$ cat config.mk
export PLATFORM = sky130hd
export DESIGN_NAME = issue_dispatch_flat
export DESIGN_NICKNAME = d
export VERILOG_FILES = /design/src/rtl/issue_dispatch_pkg.sv /design/src/rtl/issue_dispatch_if.sv /design/src/rtl/issue_dispatch_scoreboard.sv /design/src/rtl/issue_dispatch.sv /design/src/flat_wrapper.sv
export SDC_FILE = /design/constraint.sdc
export NUM_CORES = 1
export LEC_CHECK = 0
export CORE_MARGIN = 5
export CORE_UTILIZATION = 25
export CTS_CLUSTER_SIZE = 8
export DETAILED_ROUTE_END_ITERATION = 6
export DONT_BUFFER_PORTS = 1
export MAX_ROUTING_LAYER = met4
export PLACE_DENSITY = 0.35
export REMOVE_ABC_BUFFERS = 1
export SKIP_CTS_REPAIR_TIMING = 1
export SLEW_MARGIN = 20
export SYNTH_ARGS = -nofsm -noshare
export SYNTH_HDL_FRONTEND = slang
export SYNTH_SLANG_ARGS = --single-unit
export TNS_END_PERCENT = 100
$ cat constraint.sdc
create_clock -name clk -period 3.85 [get_ports clk]
set_input_delay 0 -clock clk [delete_from_list [all_inputs] [get_ports clk]]
set_output_delay 0 -clock clk [all_outputs]
set_load 0.01 [all_outputs]
$ cat src/rtl/issue_dispatch_pkg.sv
// Shared types and defaults for the dual-issue dispatch stage.
// The instruction-class enum is common with the issue buffer and EX.
package issue_dispatch_pkg;

  typedef enum logic [1:0] {
    CLS_ALU  = 2'd0,
    CLS_LOAD = 2'd1,
    CLS_MDU  = 2'd2,
    CLS_BR   = 2'd3
  } instr_class_e;

  typedef logic [1:0] sb_cnt_t;

  localparam int unsigned LOAD_LAT_DEF = 2;
  localparam int unsigned MDU_LAT_DEF  = 3;
  localparam int unsigned REG_W        = 5;

  function automatic logic is_long_lat(input instr_class_e c);
    return (c == CLS_LOAD) || (c == CLS_MDU);
  endfunction

endpackage

$ cat src/rtl/issue_dispatch_if.sv
// Issue buffer <-> dispatch handshake: the two oldest slots plus the
// combinational consumed-count returned to the buffer.
interface issue_dispatch_if #(
  parameter int PAYLOAD_W = 64
);
  import issue_dispatch_pkg::*;

  logic [1:0]           i_is_valid;
  logic [4:0]           i_a_rs1, i_a_rs2, i_a_rd;
  logic                 i_a_rs1_en, i_a_rs2_en, i_a_we;
  instr_class_e         i_a_class;
  logic [PAYLOAD_W-1:0] i_a_payload;
  logic [4:0]           i_b_rs1, i_b_rs2, i_b_rd;
  logic                 i_b_rs1_en, i_b_rs2_en, i_b_we;
  instr_class_e         i_b_class;
  logic [PAYLOAD_W-1:0] i_b_payload;
  logic [1:0]           o_usingNUM;

  modport master (
    output i_is_valid,
    output i_a_rs1, i_a_rs2, i_a_rd, i_a_rs1_en, i_a_rs2_en, i_a_we, i_a_class, i_a_payload,
    output i_b_rs1, i_b_rs2, i_b_rd, i_b_rs1_en, i_b_rs2_en, i_b_we, i_b_class, i_b_payload,
    input  o_usingNUM
  );

  modport slave (
    input  i_is_valid,
    input  i_a_rs1, i_a_rs2, i_a_rd, i_a_rs1_en, i_a_rs2_en, i_a_we, i_a_class, i_a_payload,
    input  i_b_rs1, i_b_rs2, i_b_rd, i_b_rs1_en, i_b_rs2_en, i_b_we, i_b_class, i_b_payload,
    output o_usingNUM
  );

endinterface

$ cat src/rtl/issue_dispatch_scoreboard.sv
// Per-register busy counters for long-latency results (r1..r31) with a
// four-port hazard query: ports 0/1 for slot A sources, 2/3 for slot B.
module issue_scoreboard
  import issue_dispatch_pkg::*;
#(
  parameter int LOAD_LAT = LOAD_LAT_DEF,
  parameter int MDU_LAT  = MDU_LAT_DEF
) (
  input  logic             clk,
  input  logic             rstn,
  input  logic             i_stall,
  input  logic [3:0][4:0]  i_q_addr,
  input  logic [3:0]       i_q_en,
  output logic [3:0]       o_hz,
  input  logic             i_set_a,
  input  logic [4:0]       i_set_a_rd,
  input  instr_class_e     i_set_a_class,
  input  logic             i_set_b,
  input  logic [4:0]       i_set_b_rd,
  input  instr_class_e     i_set_b_class
);

  localparam sb_cnt_t LOAD_CNT = sb_cnt_t'(LOAD_LAT);
  localparam sb_cnt_t MDU_CNT  = sb_cnt_t'(MDU_LAT);

  sb_cnt_t r_cnt [1:31];
  sb_cnt_t w_set_a_val, w_set_b_val;

  assign w_set_a_val = (i_set_a_class == CLS_LOAD) ? LOAD_CNT : MDU_CNT;
  assign w_set_b_val = (i_set_b_class == CLS_LOAD) ? LOAD_CNT : MDU_CNT;

  always_comb begin
    o_hz = '0;
    for (int p = 0; p < 4; p++) begin
      if (i_q_en[p] && (i_q_addr[p] != 5'd0))
        o_hz[p] = (r_cnt[i_q_addr[p]] != '0);
    end
  end

  // Slot B set has priority over slot A set; both beat the drain.
  always_ff @(posedge clk or negedge rstn) begin
    if (!rstn) begin
      for (int r = 1; r < 32; r++) r_cnt[r] <= '0;
    end else begin
      for (int r = 1; r < 32; r++) begin
        if (i_set_b && (i_set_b_rd == 5'(r)))
          r_cnt[r] <= w_set_b_val;
        else if (i_set_a && (i_set_a_rd == 5'(r)))
          r_cnt[r] <= w_set_a_val;
        else if (!i_stall && (r_cnt[r] != '0))
          r_cnt[r] <= r_cnt[r] - sb_cnt_t'(1);
      end
    end
  end

endmodule

$ cat src/rtl/issue_dispatch.sv
// Dual-issue in-order dispatch: decides 0/1/2 issue from the two oldest
// buffered instructions and registers the issued pair into EX.
module issue_dispatch
  import issue_dispatch_pkg::*;
#(
  parameter int PAYLOAD_W = 64,
  parameter int LOAD_LAT  = LOAD_LAT_DEF,
  parameter int MDU_LAT   = MDU_LAT_DEF
) (
  input  logic                 clk,
  input  logic                 rstn,
  issue_dispatch_if.slave      bus,
  input  logic                 i_ex_stall,
  input  logic                 i_flush,
  output logic [1:0]           o_ex_valid,
  output logic [PAYLOAD_W-1:0] o_ex_a_payload,
  output logic [PAYLOAD_W-1:0] o_ex_b_payload,
  output logic [4:0]           o_ex_a_rd,
  output logic [4:0]           o_ex_b_rd,
  output logic                 o_ex_a_we,
  output logic                 o_ex_b_we
);

  logic [3:0] w_hz;
  logic       w_valid_a, w_valid_b;
  logic       w_raw, w_waw, w_cls;
  logic       w_issA, w_issB;

  logic [1:0]           r_ex_valid;
  logic [PAYLOAD_W-1:0] r_ex_a_payload, r_ex_b_payload;
  logic [4:0]           r_ex_a_rd, r_ex_b_rd;
  logic                 r_ex_a_we, r_ex_b_we;

  issue_scoreboard #(
    .LOAD_LAT (LOAD_LAT),
    .MDU_LAT  (MDU_LAT)
  ) u_sb (
    .clk           (clk),
    .rstn          (rstn),
    .i_stall       (i_ex_stall),
    .i_q_addr      ({bus.i_b_rs2, bus.i_b_rs1, bus.i_a_rs2, bus.i_a_rs1}),
    .i_q_en        ({bus.i_b_rs2_en, bus.i_b_rs1_en, bus.i_a_rs2_en, bus.i_a_rs1_en}),
    .o_hz          (w_hz),
    .i_set_a       (w_issA && bus.i_a_we && is_long_lat(bus.i_a_class)),
    .i_set_a_rd    (bus.i_a_rd),
    .i_set_a_class (bus.i_a_class),
    .i_set_b       (w_issB && bus.i_b_we && is_long_lat(bus.i_b_class)),
    .i_set_b_rd    (bus.i_b_rd),
    .i_set_b_class (bus.i_b_class)
  );

  // 2'b01 is not a legal buffer state and is treated as empty.
  assign w_valid_a = bus.i_is_valid[1];
  assign w_valid_b = (bus.i_is_valid == 2'b11);

  assign w_raw = bus.i_a_we && (bus.i_a_rd != 5'd0) &&
                 ((bus.i_b_rs1_en && (bus.i_b_rs1 == bus.i_a_rd)) ||
                  (bus.i_b_rs2_en && (bus.i_b_rs2 == bus.i_a_rd)));
  assign w_waw = bus.i_a_we && bus.i_b_we && (bus.i_a_rd == bus.i_b_rd) &&
                 (bus.i_a_rd != 5'd0);
  assign w_cls = ((bus.i_a_class != CLS_ALU) && (bus.i_b_class != CLS_ALU)) ||
                 (bus.i_b_class == CLS_BR);

  assign w_issA = rstn && w_valid_a && !i_ex_stall && !i_flush && !w_hz[0] && !w_hz[1];
  assign w_issB = w_issA && w_valid_b && !w_hz[2] && !w_hz[3] && !w_raw && !w_waw && !w_cls;

  assign bus.o_usingNUM = {1'b0, w_issA} + {1'b0, w_issB};

  // EX pipe registers: flush outranks stall
  always_ff @(posedge clk or negedge rstn) begin
    if (!rstn) begin
      r_ex_valid     <= 2'b00;
      r_ex_a_payload <= '0;
      r_ex_b_payload <= '0;
      r_ex_a_rd      <= '0;
      r_ex_b_rd      <= '0;
      r_ex_a_we      <= 1'b0;
      r_ex_b_we      <= 1'b0;
    end else if (i_flush) begin
      r_ex_valid     <= 2'b00;
      r_ex_a_payload <= '0;
      r_ex_b_payload <= '0;
      r_ex_a_rd      <= '0;
      r_ex_b_rd      <= '0;
      r_ex_a_we      <= 1'b0;
      r_ex_b_we      <= 1'b0;
    end else if (!i_ex_stall) begin
      r_ex_valid     <= {w_issA, w_issB};
      r_ex_a_payload <= bus.i_a_payload;
      r_ex_b_payload <= bus.i_b_payload;
      r_ex_a_rd      <= bus.i_a_rd;
      r_ex_b_rd      <= bus.i_b_rd;
      r_ex_a_we      <= bus.i_a_we;
      r_ex_b_we      <= bus.i_b_we;
    end
  end

  assign o_ex_valid     = r_ex_valid;
  assign o_ex_a_payload = r_ex_a_payload;
  assign o_ex_b_payload = r_ex_b_payload;
  assign o_ex_a_rd      = r_ex_a_rd;
  assign o_ex_b_rd      = r_ex_b_rd;
  assign o_ex_a_we      = r_ex_a_we;
  assign o_ex_b_we      = r_ex_b_we;

endmodule

$ cat src/flat_wrapper.sv
// flat-port wrapper written by rule: the top's interface ports become plain ports
module issue_dispatch_flat import issue_dispatch_pkg::*;
#(
  parameter int PAYLOAD_W = 64,
  parameter int LOAD_LAT  = LOAD_LAT_DEF,
  parameter int MDU_LAT   = MDU_LAT_DEF
)
  (clk, rstn, i_ex_stall, i_flush, o_ex_valid, o_ex_a_payload, o_ex_b_payload, o_ex_a_rd, o_ex_b_rd, o_ex_a_we, o_ex_b_we, bus_i_is_valid, bus_i_a_rs1, bus_i_a_rs2, bus_i_a_rd, bus_i_a_rs1_en, bus_i_a_rs2_en, bus_i_a_we, bus_i_a_class, bus_i_a_payload, bus_i_b_rs1, bus_i_b_rs2, bus_i_b_rd, bus_i_b_rs1_en, bus_i_b_rs2_en, bus_i_b_we, bus_i_b_class, bus_i_b_payload, bus_o_usingNUM);
  issue_dispatch_if #(.PAYLOAD_W(PAYLOAD_W)) bus_i ();
  input  logic clk;
  input  logic rstn;
  input  logic i_ex_stall;
  input  logic i_flush;
  output logic [1:0] o_ex_valid;
  output logic [PAYLOAD_W-1:0] o_ex_a_payload;
  output logic [PAYLOAD_W-1:0] o_ex_b_payload;
  output logic [4:0] o_ex_a_rd;
  output logic [4:0] o_ex_b_rd;
  output logic o_ex_a_we;
  output logic o_ex_b_we;
  input wire logic [$bits(bus_i.i_is_valid)-1:0] bus_i_is_valid;
  input wire logic [$bits(bus_i.i_a_rs1)-1:0] bus_i_a_rs1;
  input wire logic [$bits(bus_i.i_a_rs2)-1:0] bus_i_a_rs2;
  input wire logic [$bits(bus_i.i_a_rd)-1:0] bus_i_a_rd;
  input wire logic [$bits(bus_i.i_a_rs1_en)-1:0] bus_i_a_rs1_en;
  input wire logic [$bits(bus_i.i_a_rs2_en)-1:0] bus_i_a_rs2_en;
  input wire logic [$bits(bus_i.i_a_we)-1:0] bus_i_a_we;
  input wire logic [$bits(bus_i.i_a_class)-1:0] bus_i_a_class;
  input wire logic [$bits(bus_i.i_a_payload)-1:0] bus_i_a_payload;
  input wire logic [$bits(bus_i.i_b_rs1)-1:0] bus_i_b_rs1;
  input wire logic [$bits(bus_i.i_b_rs2)-1:0] bus_i_b_rs2;
  input wire logic [$bits(bus_i.i_b_rd)-1:0] bus_i_b_rd;
  input wire logic [$bits(bus_i.i_b_rs1_en)-1:0] bus_i_b_rs1_en;
  input wire logic [$bits(bus_i.i_b_rs2_en)-1:0] bus_i_b_rs2_en;
  input wire logic [$bits(bus_i.i_b_we)-1:0] bus_i_b_we;
  input wire logic [$bits(bus_i.i_b_class)-1:0] bus_i_b_class;
  input wire logic [$bits(bus_i.i_b_payload)-1:0] bus_i_b_payload;
  output wire logic [$bits(bus_i.o_usingNUM)-1:0] bus_o_usingNUM;
  assign bus_i.i_is_valid = bus_i_is_valid;
  assign bus_i.i_a_rs1 = bus_i_a_rs1;
  assign bus_i.i_a_rs2 = bus_i_a_rs2;
  assign bus_i.i_a_rd = bus_i_a_rd;
  assign bus_i.i_a_rs1_en = bus_i_a_rs1_en;
  assign bus_i.i_a_rs2_en = bus_i_a_rs2_en;
  assign bus_i.i_a_we = bus_i_a_we;
  assign bus_i.i_a_class = bus_i_a_class;
  assign bus_i.i_a_payload = bus_i_a_payload;
  assign bus_i.i_b_rs1 = bus_i_b_rs1;
  assign bus_i.i_b_rs2 = bus_i_b_rs2;
  assign bus_i.i_b_rd = bus_i_b_rd;
  assign bus_i.i_b_rs1_en = bus_i_b_rs1_en;
  assign bus_i.i_b_rs2_en = bus_i_b_rs2_en;
  assign bus_i.i_b_we = bus_i_b_we;
  assign bus_i.i_b_class = bus_i_b_class;
  assign bus_i.i_b_payload = bus_i_b_payload;
  assign bus_o_usingNUM = bus_i.o_usingNUM;
  issue_dispatch #(.PAYLOAD_W(PAYLOAD_W), .LOAD_LAT(LOAD_LAT), .MDU_LAT(MDU_LAT)) u_core (.clk(clk), .rstn(rstn), .bus(bus_i), .i_ex_stall(i_ex_stall), .i_flush(i_flush), .o_ex_valid(o_ex_valid), .o_ex_a_payload(o_ex_a_payload), .o_ex_b_payload(o_ex_b_payload), .o_ex_a_rd(o_ex_a_rd), .o_ex_b_rd(o_ex_b_rd), .o_ex_a_we(o_ex_a_we), .o_ex_b_we(o_ex_b_we));
endmodule
==> results.md, run 1 <==
* Horiz. Die Dim at 228.2 um
* Placed Instance Area at 12420 um^2
* FFs w/ async S/R, synth at 100.0%
* Clock sink total at 204
* Worst ep type: output port
* #FFs+latches synth at 204
* PortBufs at 0
* Yosys warns at 0
* Sequential-to-total area share from yosys stat at 42.89%
* Root Buffer Master: clkbuf_16
* CTS Buffer Depth at 3
* Last stage: global routing
* H-tree Lvls at 1
* DP HPWL at 27.06 mm
* Synth cell types at 53
* Cts bufs inserted at 30
* Row cnt at 80
* Number of synthesized flops with an enable pin at 0
* Largest net degree at the start of global routing at 206
* Syn Inst Count at 1225
* Error Message: [ERROR RSZ-0060] Max buffer count reached.
* Pre-CTS WS at 0.5740 ns
* Primary FF master, synth: dfrtp_1
* GPL Wtd Cong at 0.7855
* Starting Density at 25.09%
* Outcome: stopped before the end
* Post-Syn Area at 11900 um^2
* Die height at 228.2 um
* Post-GRT worst EP: bus_o_usingNUM[0]
* I/O pin cnt at 318
* Synth Area per Inst at 9.716 um^2
## cells in the mapped netlist (4+ instances only)
master    instances  area (um^2)
dfrtp_1         204         5105
xor2_1           12        105.1
ha_1             37        462.9
nand3_1          10        50.05
nor3b_1          10        75.07
or2_2             4        25.02
nor3_1           52        260.3
buf_2             7        35.03
nand2b_1          6        37.54
a21oi_1          42        210.2
mux2i_1         175         1752
nor2_1          284         1066
nand4_1          19        118.9
nand2_1          77        289.0
clkbuf_1         53        198.9
mux2_2           32        360.4
buf_6             4        45.04
or3b_2            4        35.03
mux4_2           23        518.0
xnor2_1          34        297.8
nor4_1            4        25.02
inv_1            68        255.2
buf_1             9        33.78
nand3_2          10        100.1
## stage by stage
step	TNS, ns	hold WS [ns]	utilization, %	instances
3_5_place_dp	0	-0.2890	26.18	1773
2_1_floorplan	0	-0.2956	-	1149
3_3_place_gp	0	-0.2890	26.18	1773
4_1_cts	-0.05084	-0.8957	27.89	1809
## cell families after synthesis
kind of cell / share of synthesized area (%)
AND/OR/NAND/NOR: 18.49
multiplexers: 22.76
flip-flops: 42.89
buffers and inverters: 5.025
AO/OA/AOI/OAI: 3.564
XOR/XNOR: 3.385
adder cells (fa/ha/maj): 3.889
==> run 2: changes to the inputs <==
--- a/config.mk
+++ b/config.mk
@@ -6,12 +6,10 @@
 export NUM_CORES = 1
 export LEC_CHECK = 0
 export CORE_MARGIN = 5
-export CORE_UTILIZATION = 25
-export CTS_CLUSTER_SIZE = 8
+export CORE_UTILIZATION = 20
 export DETAILED_ROUTE_END_ITERATION = 6
 export DONT_BUFFER_PORTS = 1
-export MAX_ROUTING_LAYER = met4
-export PLACE_DENSITY = 0.35
+export PLACE_DENSITY_LB_ADDON = 0.15
 export REMOVE_ABC_BUFFERS = 1
 export SKIP_CTS_REPAIR_TIMING = 1
 export SLEW_MARGIN = 20
==> run 2 against run 1 <==
Compared with the run above: the flow now finishes, with violations (negative hold slack); synthesized area stayed put; synthesized cell count stayed put.
==> results.md, run 2 <==
* FFs w/ async S/R, synth at 100.0% (unchanged)
* Vias in the first global route at 9030
* Synth area leader: dfrtp_1 (unchanged)
* Yosys warns at 0 (unchanged)
* Core box area at 59020 um^2
* Startpoint Class: flip-flop
* Register share of total power at 36.0%
* Synth Area per Inst at 9.716 um^2 (unchanged)
* Synth top cells by count: nor2_1, dfrtp_1, mux2i_1 (unchanged)
* Final hold viol count at 208
* Worst clock skew at 0.02152 ns
* Antenna violations before repair at 3
* Post-Synth XOR/XNOR Area at 3.385% (unchanged)
* DR vias/cell at 4.349
* Post-Synth Adder-Cell Area at 3.889% (unchanged)
* Wire per inst at 19.68 um
* DP HPWL at 28.81 mm (was 27.06 mm)
* Cts bufs inserted at 28 (was 30)
* Synth cell types at 53 (unchanged)
* Row cnt at 89 (was 80)
* Number of synthesized flops with an enable pin at 0 (unchanged)
* Sequential-to-total area share from yosys stat at 42.89% (unchanged)
* GRT Util Overall at 12.39%
* Largest net degree at the start of global routing at 206
* CTS Buffer Depth at 3 (unchanged)
* Worst skew pair latency at 0.56 ns
* Post-synth top area share at 42.89% (unchanged)
* Antenna-violating nets left at 0
* Synth Area in Simple Gates at 18.49% (unchanged)
* CP max FO at 17
* Global route overflow at 0
* Die height at 254.0 um (was 228.2 um)
* RSZ-0062 raised after global routing: false
* Hold Slack at -0.8468 ns
* Final Setup Violations at 0
* Hold crit path type: input pin to asynchronous set/reset pin
* H-tree Lvls at 1 (unchanged)
* FF-to-FF path depth at 9
* Leading cell type in the layout, fill and taps excluded: dlygate4sd3_1
* Root Buffer Master: clkbuf_16 (unchanged)
* Starting Density at 20.17% (was 25.09%)
* Achievable Freq at 276.1 MHz
* Post-Syn Area at 11900 um^2 (unchanged)
* Outcome: finished, violations left (was stopped before the end)
* DR pass1 iterations at 4
* Die area at 64490 um^2
* Syn Inst Count at 1225 (unchanged)
* Count leader, synth: nor2_1 (unchanged)
* Peak VDD IR at 0.2495 mV
* Synth top area cells: dfrtp_1, mux2i_1, nor2_1 (unchanged)
* Clk pin slew, worst setup/hold paths at 0.06 ns
* Final period demand of the worst path at 3.622 ns
* DRC at 0
* Max-Cap Viols at 0
* PwrDens at 488.1 nW/um^2
* Setup TNS at 0 ns
* NetSw at 2788 uW
* GPL Wtd Cong at 0.7934 (was 0.7855)
* Primary FF master, synth: dfrtp_1 (unchanged)
* Leak at 0.007811 uW
* CP Class: flip-flop to primary output
* Share of cells above drive strength 1 at 9.311%
* Nets at 1759
* Area Overhead vs Synth at 44.46%
* Internal power at 5605 uW
* Crit path DAT at 3.62 ns
* Worst Tran Pin Value at 0.9098 ns
* Largest family of logic cells by synthesized area: multiplexers (unchanged)
* Routed vias at 10200
* CP peak stage delay at 0.70 ns
* Clock share of power at 31.0%
* #FFs+latches synth at 204 (unchanged)
* Pins Over Slew Limit at 0
* Worst rel slew slack at 39.08%
* Mux cell area share after synthesis at 22.76% (unchanged)
* Period Utilization, post-route at 94.08%
* Worst Setup End Kind: primary output
* Clock sink total at 204 (unchanged)
* Iteration-0 DRC Markers at 476
* Synth Area in Compound Gates at 3.564% (unchanged)
* Slowest CP cell: or4b_4
* First-pass GRT wire length at 60.90 mm
* Comb pwr share at 33.0%
* Horiz. Die Dim at 254.0 um (was 228.2 um)
* Sw Share at 33.22%
* PortBufs at 0 (unchanged)
* Worst flop-to-flop path startpoint: u_core.u_sb.r_cnt[12]
* Crit path cell chain: nor2_1 -> mux4_1 -> or3_1 -> o21ai_0 -> or4b_4 -> a2111oi_4 -> buf_6 -> and2_1 -> ha_1
* I/O pin cnt at 318 (unchanged)
* Highest-count cells in the layout ignoring fill and taps: dlygate4sd3_1, nor2_1, dfrtp_1, mux2i_1, nand2_1
* CTS tree: yes
* Flop-to-flop setup slack at 0.72 ns
* RR Endpoint: u_core.u_sb.r_cnt[38]
* Worst Path Required at 3.85 ns
* Failing checks: negative hold slack
* Routed WL at 46.15 mm
-- run 2: cell counts after synthesis --
Identical to the previous run, type by type.
-- run 2: metal layers --
metal,part of all wire [%],global-route usage [%]
met2,46,19.53
met3,9.3,4.902
met5,0,0
met1,43,16.17
met4,2.4,2.670
-- run 2: worst max path at each step --
stage | startpoint | end | slack, ns | cells past startpoint
floorplan | u_core.u_sb.r_cnt[56] | u_core.u_sb.r_cnt[37] | 0.15 | 7
global placement | u_core.u_sb.r_cnt[54] | u_core.u_sb.r_cnt[56] | 0.67 | 9
detailed placement | u_core.u_sb.r_cnt[4] | u_core.u_sb.r_cnt[56] | 0.66 | 9
CTS | u_core.u_sb.r_cnt[4] | bus_o_usingNUM[0] | 0.09 | 9
global route | u_core.u_sb.r_cnt[12] | bus_o_usingNUM[0] | 0.06 | 9
finish | u_core.u_sb.r_cnt[12] | bus_o_usingNUM[0] | 0.23 | 9
-- run 2: through the flow --
stage,power [uW],setup WS (ns),area [um^2],std cells,util [%]
final,8392,0.2279,17190,2345,29.13
after global routing,9054,0.06189,17190,2342,29.12
after CTS,8108,0.09096,13550,1982,22.96
after detailed placement,5414,0.6599,12630,1932,21.40
after global placement,5381,0.6743,12630,1932,21.40
after floorplan,4817,0.1518,11560,1149,-
-- run 2: cells by family (layout without fill, tap and decap cells) --
kind of cell	Yosys count	in the layout
buffers and inverters	144	487
and+or+nand+nor	495	495
other	0	4
DFF	204	204
adders and majority gates	37	37
muxes	233	233
AOI/OAI and AO/OA	66	66
xor gates and xnor gates	46	46
-- run 2: power groups by stage --
| stage | registers [uW] | clock network, uW | logic [uW] |
|---|---|---|---|
| 4_1_cts | 3020 | 2720 | 2380 |
| 3_3_place_gp | 3050 | 0 | 2330 |
| 3_5_place_dp | 3050 | 0 | 2360 |
| 5_1_grt | 3080 | 2810 | 3160 |
| 2_1_floorplan | 2930 | 0 | 1890 |
| 6_report | 3020 | 2600 | 2770 |
-- run 2: critical path, delay by kind of cell, from the launching register on --
family,cells,cell delay [ns]
adders and majority gates,1,0.28
DFF,1,0.41
buffers and inverters,1,0.25
AOI/OAI and AO/OA,2,0.50
and+or+nand+nor,4,1.29
muxes,1,0.31
-- run 2: area by class of cell --
cell class | count | area, um^2
antenna | 4 | 10.01
clock buffer | 37 | 805.8
clock inverter | 13 | 112.6
fill | 6154 | 41830
inverter | 68 | 255.2
multi-input combinational | 877 | 6238
sequential | 204 | 5105
tap | 773 | 967.2
timing repair buffer | 369 | 3700
Power figures use the tool's default switching activity.
==> run 3: changes to the inputs <==
--- a/config.mk
+++ b/config.mk
@@ -6,11 +6,10 @@
 export NUM_CORES = 1
 export LEC_CHECK = 0
 export CORE_MARGIN = 5
-export CORE_UTILIZATION = 20
+export CORE_UTILIZATION = 60
 export DETAILED_ROUTE_END_ITERATION = 6
 export DONT_BUFFER_PORTS = 1
 export PLACE_DENSITY_LB_ADDON = 0.15
-export REMOVE_ABC_BUFFERS = 1
 export SKIP_CTS_REPAIR_TIMING = 1
 export SLEW_MARGIN = 20
 export SYNTH_ARGS = -nofsm -noshare
==> run 3 against run 2 <==
Compared with the run above: the run now fails in global routing; synthesized cell count is the same; synthesized area is the same.
==> results.md, run 3 <==
* Yosys warns at 0 (unchanged)
* Synth cell types at 53 (unchanged)
* Syn Inst Count at 1225 (unchanged)
* Largest net degree at the start of global routing at 206
* Post-Synth Adder-Cell Area at 3.889% (unchanged)
* I/O pin cnt at 318 (unchanged)
* Root Buffer Master: clkbuf_16 (unchanged)
* Horiz. Die Dim at 150.8 um (was 254.0 um)
* Mux cell area share after synthesis at 22.76% (unchanged)
* PortBufs at 0 (unchanged)
* Primary FF master, synth: dfrtp_1 (unchanged)
* FFs w/ async S/R, synth at 100.0% (unchanged)
* Die height at 150.8 um (was 254.0 um)
* Synth Area in Simple Gates at 18.49% (unchanged)
* Clock sink total at 204 (unchanged)
* Outcome: stopped before the end (was finished, violations left)
* Synth top area cells: dfrtp_1, mux2i_1, nor2_1 (unchanged)
* Post-synth top area share at 42.89% (unchanged)
* Count leader, synth: nor2_1 (unchanged)
* Number of synthesized flops with an enable pin at 0 (unchanged)
* Post-Syn Area at 11900 um^2 (unchanged)
* Synth Area in Compound Gates at 3.564% (unchanged)
* Synth top cells by count: nor2_1, dfrtp_1, mux2i_1 (unchanged)
* GPL Wtd Cong at 0.9479 (was 0.7934)
* DP HPWL at 22.91 mm (was 28.81 mm)
* Sequential-to-total area share from yosys stat at 42.89% (unchanged)
* Error Message: [ERROR RSZ-0060] Max buffer count reached.
* Cts bufs inserted at 23 (was 28)
* Post-GRT worst EP: bus_o_usingNUM[0]
* Largest family of logic cells by synthesized area: multiplexers (unchanged)
* H-tree Lvls at 1 (unchanged)
* Worst ep type: output port
* Post-Synth XOR/XNOR Area at 3.385% (unchanged)
* #FFs+latches synth at 204 (unchanged)
* Starting Density at 60.96% (was 20.17%)
* Net Count, Synth at 1436
* Synth Area per Inst at 9.716 um^2 (unchanged)
* Last stage: global routing
* Synth area leader: dfrtp_1 (unchanged)
* Row cnt at 51 (was 89)
* CTS Buffer Depth at 3 (unchanged)
## run 3: logic make-up after synthesis
| kind of cell | Yosys count |
|---|---|
| multiplexers | 233 |
| flip-flops | 204 |
| AND/OR/NAND/NOR | 495 |
| buffers and inverters | 144 |
| adder cells (fa/ha/maj) | 37 |
| AO/OA/AOI/OAI | 66 |
| XOR/XNOR | 46 |
## run 3: stage by stage
stage / worst slack, ns / cells / util [%] / area [um^2] / hold slack (ns)
floorplan: 1.175 / 1225 / - / 11900 / -0.2956
detailed placement: 0.6373 / 1420 / 61.19 / 11950 / -0.2919
global placement: 0.7373 / 1420 / 61.19 / 11950 / -0.2917
CTS: 0.1212 / 1462 / 64.96 / 12680 / -0.8301
